## src/rtl/instruction_decoder_pkg.sv

```systemverilog
// Shared encodings for the MIPS-subset control decoder: opcodes, funct codes,
// datapath select encodings and the default link register.
package instruction_decoder_pkg;

  localparam logic [5:0] OP_RTYPE = 6'h00;
  localparam logic [5:0] OP_J     = 6'h02;
  localparam logic [5:0] OP_JAL   = 6'h03;
  localparam logic [5:0] OP_BEQ   = 6'h04;
  localparam logic [5:0] OP_BNE   = 6'h05;
  localparam logic [5:0] OP_ADDI  = 6'h08;
  localparam logic [5:0] OP_XORI  = 6'h0E;
  localparam logic [5:0] OP_LW    = 6'h23;
  localparam logic [5:0] OP_SW    = 6'h2B;

  localparam logic [5:0] FN_JR    = 6'h08;
  localparam logic [5:0] FN_ADD   = 6'h20;
  localparam logic [5:0] FN_SUB   = 6'h22;
  localparam logic [5:0] FN_SLT   = 6'h2A;

  localparam logic [4:0] LINK_REG_DEFAULT = 5'd31;

  typedef enum logic [2:0] {
    ALU_ADD = 3'd0,
    ALU_SUB = 3'd1,
    ALU_XOR = 3'd2,
    ALU_SLT = 3'd3
  } aluCmd_t;

  typedef enum logic [1:0] {
    PC_SEQ    = 2'd0,
    PC_REG    = 2'd1,
    PC_JUMP   = 2'd2,
    PC_BRANCH = 2'd3
  } pcSrc_t;

  typedef enum logic [1:0] {
    WB_ALU  = 2'd0,
    WB_MEM  = 2'd1,
    WB_LINK = 2'd2
  } wbSrc_t;

  typedef struct packed {
    pcSrc_t  pcSrc;
    logic    regDst;
    logic    regWrEn;
    logic    extSel;
    logic    aluSrcB;
    aluCmd_t aluCommand;
    logic    memWrEn;
    wbSrc_t  writebackSrc;
  } ctrl_t;

  localparam ctrl_t CTRL_NOP = '{
    pcSrc:        PC_SEQ,
    regDst:       1'b0,
    regWrEn:      1'b0,
    extSel:       1'b0,
    aluSrcB:      1'b0,
    aluCommand:   ALU_ADD,
    memWrEn:      1'b0,
    writebackSrc: WB_ALU
  };

endpackage

```

## src/rtl/instruction_decoder.sv

```systemverilog
// Single-cycle MIPS-subset control decoder with registered in-reset gating.
// Optional feature: define ILLEGAL_OP_TRAP_EN to add the sticky illegalOp output.
module instruction_decoder
  import instruction_decoder_pkg::*;
#(
  parameter logic [4:0] LINK_REG = LINK_REG_DEFAULT
) (
  input  logic        clk,
  input  logic        rst_n,
  input  logic [31:0] instruction,
  input  logic        aluZero,
  output logic [1:0]  pcSrc,
  output logic        regDst,
  output logic        regWrEn,
  output logic        extSel,
  output logic        aluSrcB,
  output logic [2:0]  aluCommand,
  output logic        memWrEn,
  output logic [1:0]  writebackSrc,
  output logic [4:0]  rs,
  output logic [4:0]  rt,
  output logic [4:0]  rd,
  output logic [15:0] imm,
`ifdef ILLEGAL_OP_TRAP_EN
  output logic        illegalOp,
`endif
  output logic [27:0] jImm
);

  logic [5:0] opcode;
  logic [5:0] funct;
  ctrl_t      dec;
  ctrl_t      ctrl;
  logic       illegal;
  logic       inReset;

  assign opcode = instruction[31:26];
  assign funct  = instruction[5:0];

  always_comb begin
    dec     = CTRL_NOP;
    illegal = 1'b0;
    unique case (opcode)
      OP_LW: begin
        dec.regDst       = 1'b1;
        dec.regWrEn      = 1'b1;
        dec.extSel       = 1'b1;
        dec.aluSrcB      = 1'b1;
        dec.writebackSrc = WB_MEM;
      end
      OP_SW: begin
        dec.extSel  = 1'b1;
        dec.aluSrcB = 1'b1;
        dec.memWrEn = 1'b1;
      end
      OP_ADDI: begin
        dec.regDst  = 1'b1;
        dec.regWrEn = 1'b1;
        dec.extSel  = 1'b1;
        dec.aluSrcB = 1'b1;
      end
      OP_XORI: begin
        dec.regDst     = 1'b1;
        dec.regWrEn    = 1'b1;
        dec.aluSrcB    = 1'b1;
        dec.aluCommand = ALU_XOR;
      end
      OP_J: dec.pcSrc = PC_JUMP;
      OP_JAL: begin
        dec.pcSrc        = PC_JUMP;
        dec.regWrEn      = 1'b1;
        dec.writebackSrc = WB_LINK;
      end
      OP_BEQ, OP_BNE: begin
        dec.aluCommand = ALU_SUB;
        dec.extSel     = 1'b1;
        // BNE takes the branch on a nonzero compare, BEQ on zero
        if (aluZero ^ (opcode == OP_BNE)) dec.pcSrc = PC_BRANCH;
      end
      OP_RTYPE: begin
        unique case (funct)
          FN_ADD: dec.regWrEn = 1'b1;
          FN_SUB: begin
            dec.regWrEn    = 1'b1;
            dec.aluCommand = ALU_SUB;
          end
          FN_SLT: begin
            dec.regWrEn    = 1'b1;
            dec.aluCommand = ALU_SLT;
          end
          FN_JR:   dec.pcSrc = PC_REG;
          default: illegal = 1'b1;
        endcase
      end
      default: illegal = 1'b1;
    endcase
  end

  always_ff @(posedge clk) begin
    inReset <= !rst_n;
  end

`ifdef ILLEGAL_OP_TRAP_EN
  always_ff @(posedge clk) begin
    if (!rst_n) begin
      illegalOp <= 1'b0;
    end else if (illegal && !inReset) begin
      illegalOp <= 1'b1;
    end
  end
`endif

  always_comb begin
    ctrl = dec;
    if (inReset) ctrl = CTRL_NOP;
  end

  assign pcSrc        = ctrl.pcSrc;
  assign regDst       = ctrl.regDst;
  assign regWrEn      = ctrl.regWrEn;
  assign extSel       = ctrl.extSel;
  assign aluSrcB      = ctrl.aluSrcB;
  assign aluCommand   = ctrl.aluCommand;
  assign memWrEn      = ctrl.memWrEn;
  assign writebackSrc = ctrl.writebackSrc;

  // Field outputs are not gated by reset; only JAL overrides rd
  assign rs   = instruction[25:21];
  assign rt   = instruction[20:16];
  assign rd   = (opcode == OP_JAL) ? LINK_REG : instruction[15:11];
  assign imm  = instruction[15:0];
  assign jImm = {instruction[25:0], 2'b00};

endmodule

```

## config.mk

```make
export PLATFORM = sky130hd
export DESIGN_NAME = instruction_decoder
export DESIGN_NICKNAME = d
export VERILOG_FILES = /design/src/rtl/instruction_decoder_pkg.sv /design/src/rtl/instruction_decoder.sv
export SDC_FILE = /design/constraint.sdc
export NUM_CORES = 1
export LEC_CHECK = 0
export CORE_MARGIN = 1
export CORE_UTILIZATION = 26
export DETAILED_ROUTE_END_ITERATION = 12
export GPL_ROUTABILITY_DRIVEN = 0
export PLACE_DENSITY = 0.94
export SLEW_MARGIN = 20
export SYNTH_ARGS = -nofsm -noshare
export SYNTH_HDL_FRONTEND = slang
export SYNTH_SLANG_ARGS = --single-unit
export TNS_END_PERCENT = 100
```

## constraint.sdc

```tcl
create_clock -name clk -period 6.2 [get_ports clk]
set_input_delay 1.86 -clock clk [delete_from_list [all_inputs] [get_ports clk]]
set_output_delay 1.86 -clock clk [all_outputs]
set_load 0.005 [all_outputs]
```

==> results by group, run 1 <==
Setup path
  • Crit-path cells: clkdlybuf4s50_1 > nor4_1 > and3_1 > nand4_1 > a21oi_1 > clkdlybuf4s50_1
  • Arr. time, crit path: ~3.8 ns
  • Crit. End Element: output pin
  • Slowest stage delay, CP: between 0.5 and 0.6 ns
  • Kind of cell adding the most delay to the critical path: buffers and inverters
  • CP max-delay cell: clkdlybuf4s50_1
  • Most common cell on crit path: clkdlybuf4s50_1
  • Worst Path Max Fanout: 7
  • CP startpoint kind: input port
  • WS Path Type: in2out
  • Required time worst endpoint: 4.34 ns
  • Critical path buffer and inverter count: 2

Power
  • Maximum vdd drop: around 0.00004 V
  • Pwr Density: 59.64 nW/um^2
  • Final Total Pwr: 54.77 uW
  • Leak Pwr: between 0.3 and 0.4 nW

Detailed routing
  • Routed vias: between 600 and 700
  • DRT iter0 DRCs: 9
  • Pre-antenna DRT Iters: 4
  • WL/cell: between 10 and 15 um
  • Post-route DRC: 0
  • Via density per instance: 4.489
  • Final ANT Viol Nets: 0
  • Final WL: between 1500 and 2000 um

Status
  • Status: finished clean

Worst hold path
  • Hold_sp: rst_n
  • Hold Path Stages: 2
  • Worst min-delay path class: in2reg
  • WHS Endpoint: inReset

Yosys
  • Top cells by area, synth: buf_4 (56%), a21oi_1 (4.8%), or2_1 (4.3%)
  • Post-Syn Instances: 108
  • Mean area per synthesized cell: 6.812 um^2
  • Unique cell type count in the Yosys netlist: 27
  • Register bit total from synthesis: 1
  • Mapped Area: 735.7 um^2
  • Number of synthesized flops with an enable pin: 0
  • FFs w/ async S/R, synth: 0%
  • Seq/Total Area, Yosys: 2.721%
  • Number of synthesis warnings: 0
  • Ys flop type: dfxtp_1
  • Yosys top cell area share: 56.12%
  • Cell taking the most area after synthesis: buf_4

Cells and area
  • # fillers: 279
  • Max FFs per register: 1
  • Nets: between 100 and 150
  • Final std cells w/o fill: 139
  • Commonest non-fill, non-tap cell in the layout: clkdlybuf4s50_1
  • Area delta synth->final: 24.83%
  • Share of layout cells above drive strength 1: 0%
  • Largest register by flop count: inReset
  • Top Registers: inReset: 1 flops
  • N_diodes: 0
  • Most frequent cells in the layout: clkdlybuf4s50_1 (57), a21oi_1 (7), or2_1 (5)

STA
  • Fin Setup TNS: 0 ns
  • Tightest hold margin: 2.337 ns
  • Final hold vios: 0
  • Final period utilization: between 90% and 100%
  • Min cycle time layout: approximately 5.7 ns
  • Fmax: 175.3 MHz
  • Fin worst setup slack: 0.4968 ns
  • Setup violators final: 0
  • RSZ-0062 raised after global routing: false
  • Slew Viols, Final: 0

Global route
  • Grt ovf: 0
  • Total track usage: 9.414%
  • Vias in the first global route: 481
  • First-pass GRT wire length: 2166 um
  • Largest net degree at the start of global routing: 10
  • Antenna violations before repair: 0

Die
  • Floorplan row count: 18
  • Die Ht: 55.20 um
  • Die Width: 55.20 um
  • DIE AREA: 3046 um^2
  • Top-level port count: 106
  • Core Box Area: 2567 um^2
  • Initial Utilization: 28.65%

Placed design
  • Placed wire-length estimate: 1428 um
  • Port Buffer Count: 57
  • Pre-CTS setup slack: 0.5514 ns
  • Inst Count DP: 139

Clocking
  • Setup bufs post-CTS: 0
  • CTS Hold Buffers Added: 0
  • Clock slew at reported path FFs: 0 ns
  • Post-CTS sizing: 0

Run
  • Max cap viols: 0
==> worst max-delay path by stage <==
stage                                from            end  slack, ns  cells past startpoint
final                     instruction[27]  aluCommand[1]       0.50                      6
after global routing      instruction[27]        regWrEn       0.35                      6
after CTS                 instruction[27]        regWrEn       0.53                      6
after detailed placement  instruction[27]        regWrEn       0.55                      6
after global placement    instruction[27]  aluCommand[1]       0.53                      6
after floorplan           instruction[26]  aluCommand[1]       1.60                      4
==> report_power, final <==
group          leakage (nW)  switching [mW]  internal [mW]
registers           0.00844        0.000819        0.00693
clock network             0               0              0
logic                 0.321          0.0162         0.0309
total                 0.329          0.0170         0.0378
==> synthesized netlist by cell type, types with 2 or more instances <==
cell type  instances
buf_4             55
a21oi_1            7
or2_1              5
inv_1              4
nand2b_1           4
nor3_1             4
nor2_1             3
and3_1             2
nand2_1            2
nand3_1            2
nand4_1            2
nor2b_1            2
nor4_1             2
==> cell type report <==
| type | count | area, um^2 | area share (%) |
|---|---|---|---|
| Timing Repair Buffer | 57 | 570.5 | 62.13 |
| Multi-Input combinational cell | 47 | 275.3 | 29.97 |
| Sequential cell | 1 | 20.02 | 2.180 |
| Tap cell | 30 | 37.54 | 4.087 |
| Inverter | 4 | 15.01 | 1.635 |
==> logic make-up (layout without fill, tap and decap cells) <==
group | Yosys count | in the layout | share of synthesized area [%]
buffers and inverters | 62 | 61 | 60.88
and+or+nand+nor | 32 | 32 | 25.51
other | 1 | 3 | 0.5097
xor gates and xnor gates | 1 | 1 | 1.191
AOI/OAI and AO/OA | 11 | 11 | 9.184
DFF | 1 | 1 | 2.721
==> per-layer routing <==
layer | track usage, % | wire length, um
met3 | 2.186 | 230
met4 | 5.833 | 82
met1 | 10.45 | 586
met5 | 0 | 0
met2 | 16.06 | 790
==> through the flow <==
| step | area, um^2 | utilization (%) |
|---|---|---|
| after CTS | 918.4 | 35.77 |
| after floorplan | 743.2 | - |
| final | 918.4 | 35.77 |
| after detailed placement | 918.4 | 35.77 |
| after global routing | 918.4 | 35.77 |
| after global placement | 918.4 | 35.77 |
(Power assumes the default switching activity.)
==> inputs of run 2 (changes only) <==
==> constraint.sdc (replaced) <==
create_clock -name clk -period 6.2 [get_ports clk]
set_input_delay 0.93 -clock clk [delete_from_list [all_inputs] [get_ports clk]]
set_output_delay 0.93 -clock clk [all_outputs]
set_load 0.005 [all_outputs]
==> results by group, run 2 (synthesis gave the netlist of run 1 again) <==
Power
  • Switching share of power: 31.08%
  • Clock Power Share: 0%
  • Net switching power figure: 17.04 uW
  • Pwr Density: roughly 60 nW/um^2
  • Maximum vdd drop: between 0.00003 and 0.00004 V
  • Int Pwr: 37.80 uW
  • Leak Pwr: 0.3291 nW
  • Sequential share of power: 14.2%
  • Combinational share of power: 85.8%

Cells and area
  • Most frequent cells in the layout: clkdlybuf4s50_1 (57), a21oi_1 (7), or2_1 (5)
  • Share of layout cells above drive strength 1: 0%
  • Max FFs per register: 1
  • Post-Route Utilization: 35.77%
  • Commonest non-fill, non-tap cell in the layout: clkdlybuf4s50_1
  • Post-route cell area: 918.4 um^2
  • Area delta synth->final: 24.83%
  • Nets: 146
  • N_diodes: 0
  • Top Registers: inReset: 1 flops
  • Largest register by flop count: inReset
  • # fillers: 282

Global route
  • Vias in the first global route: 508
  • Grt ovf: 0
  • First-pass GRT wire length: 2263 um
  • Largest net degree at the start of global routing: 10
  • Total track usage: 9.865%
  • Antenna violations before repair: 0

Run
  • Max cap viols: 0

STA
  • Fin Setup TNS: 0 ns
  • Slew Viols, Final: 0
  • Setup violators final: 0
  • Fin worst setup slack: 2.360 ns
  • RSZ-0062 raised after global routing: false
  • Final hold vios: 0
  • Min cycle time layout: ~3.8 ns
  • Fmax: 260.4 MHz
  • Final period utilization: around three fifths

Die
  • Floorplan row count: 18
  • Top-level port count: 106
  • Die Width: 55.20 um
  • Core Box Area: 2567 um^2
  • Initial Utilization: 28.65%
  • Die Ht: 55.20 um
  • DIE AREA: 3046 um^2

Setup path
  • Crit. End Element: output pin
  • WS Path Type: in2out
  • Required time worst endpoint: between 5 and 6 ns
  • Worst Path Max Fanout: 7
  • Arr. time, crit path: roughly 2.9 ns
  • CP startpoint kind: input port

Detailed routing
  • Pre-antenna DRT Iters: 4
  • WL/cell: between 10 and 15 um
  • Via density per instance: 4.446
  • Final ANT Viol Nets: 0
  • Final WL: approximately 1700 um
  • Post-route DRC: 0
  • DRT iter0 DRCs: 3
  • Routed vias: about 600

Worst hold path
  • Hold Path Stages: 2
  • WHS Endpoint: inReset
  • Hold_sp: rst_n
  • Worst min-delay path class: in2reg

Clocking
  • Setup bufs post-CTS: 0
  • Post-CTS sizing: 0
  • CTS Hold Buffers Added: 0
  • Clock slew at reported path FFs: 0 ns

Placed design
  • Port Buffer Count: 57
  • Placed wire-length estimate: approximately 1500 um
  • Post-DP Area: ~920 um^2
  • Pre-CTS setup slack: 2.381 ns

Status
  • Status: finished clean
## run 2: cell counts in the layout (fill, tap and decap cells not counted)
No cell type changed its count.
## run 2: how the worst max path moves through the flow
| stage | to | startpoint | slack (ns) |
|---|---|---|---|
| finish | aluCommand[1] | instruction[27] | 2.36 |
| floorplan | aluCommand[1] | instruction[26] | 3.46 |
| detailed placement | regWrEn | instruction[27] | 2.38 |
| CTS | regWrEn | instruction[27] | 2.36 |
| global route | regWrEn | instruction[31] | 2.20 |
| global placement | aluCommand[1] | instruction[27] | 2.39 |
## run 2: power groups by stage
stage               logic (mW)  clock network, mW  registers (mW)
CTS                     0.0475                  0         0.00776
floorplan               0.0392                  0         0.00697
global placement        0.0464                  0         0.00774
finish                  0.0470                  0         0.00779
detailed placement      0.0474                  0         0.00777
global route            0.0520                  0         0.00788
## run 2: worst max-delay path, stage by stage
cell	delay (ns)
clkdlybuf4s50_1	0.53
nor4_1	0.39
and3_1	0.26
nand4_1	0.11
a21oi_1	0.17
clkdlybuf4s50_1	0.52
## run 2: through the flow
step	hold slack, ns	total power, mW	cells
after floorplan	0.9865	0.04615	110
after detailed placement	1.407	0.05519	139
after CTS	1.407	0.05530	139
final	1.403	0.05484	139
after global placement	1.397	0.05414	139
after global routing	1.428	0.05986	139
## run 2: final cells by class
class	count	area [um^2]	share of cell area [%]
inverters	4	15.01	1.635
multi-input cells	47	275.3	29.97
flip-flops and latches	1	20.02	2.180
well taps	30	37.54	4.087
repair buffers	57	570.5	62.13
## run 2: layer usage
metal | vias up | share of wire [%] | global-route usage (%)
met3 | 15 | 15 | 2.732
li1 | 306 | - | -
met2 | 34 | 46 | 17.07
met1 | 263 | 34 | 10.45
met4 | 0 | 4.7 | 6.250
met5 | - | 0 | 0
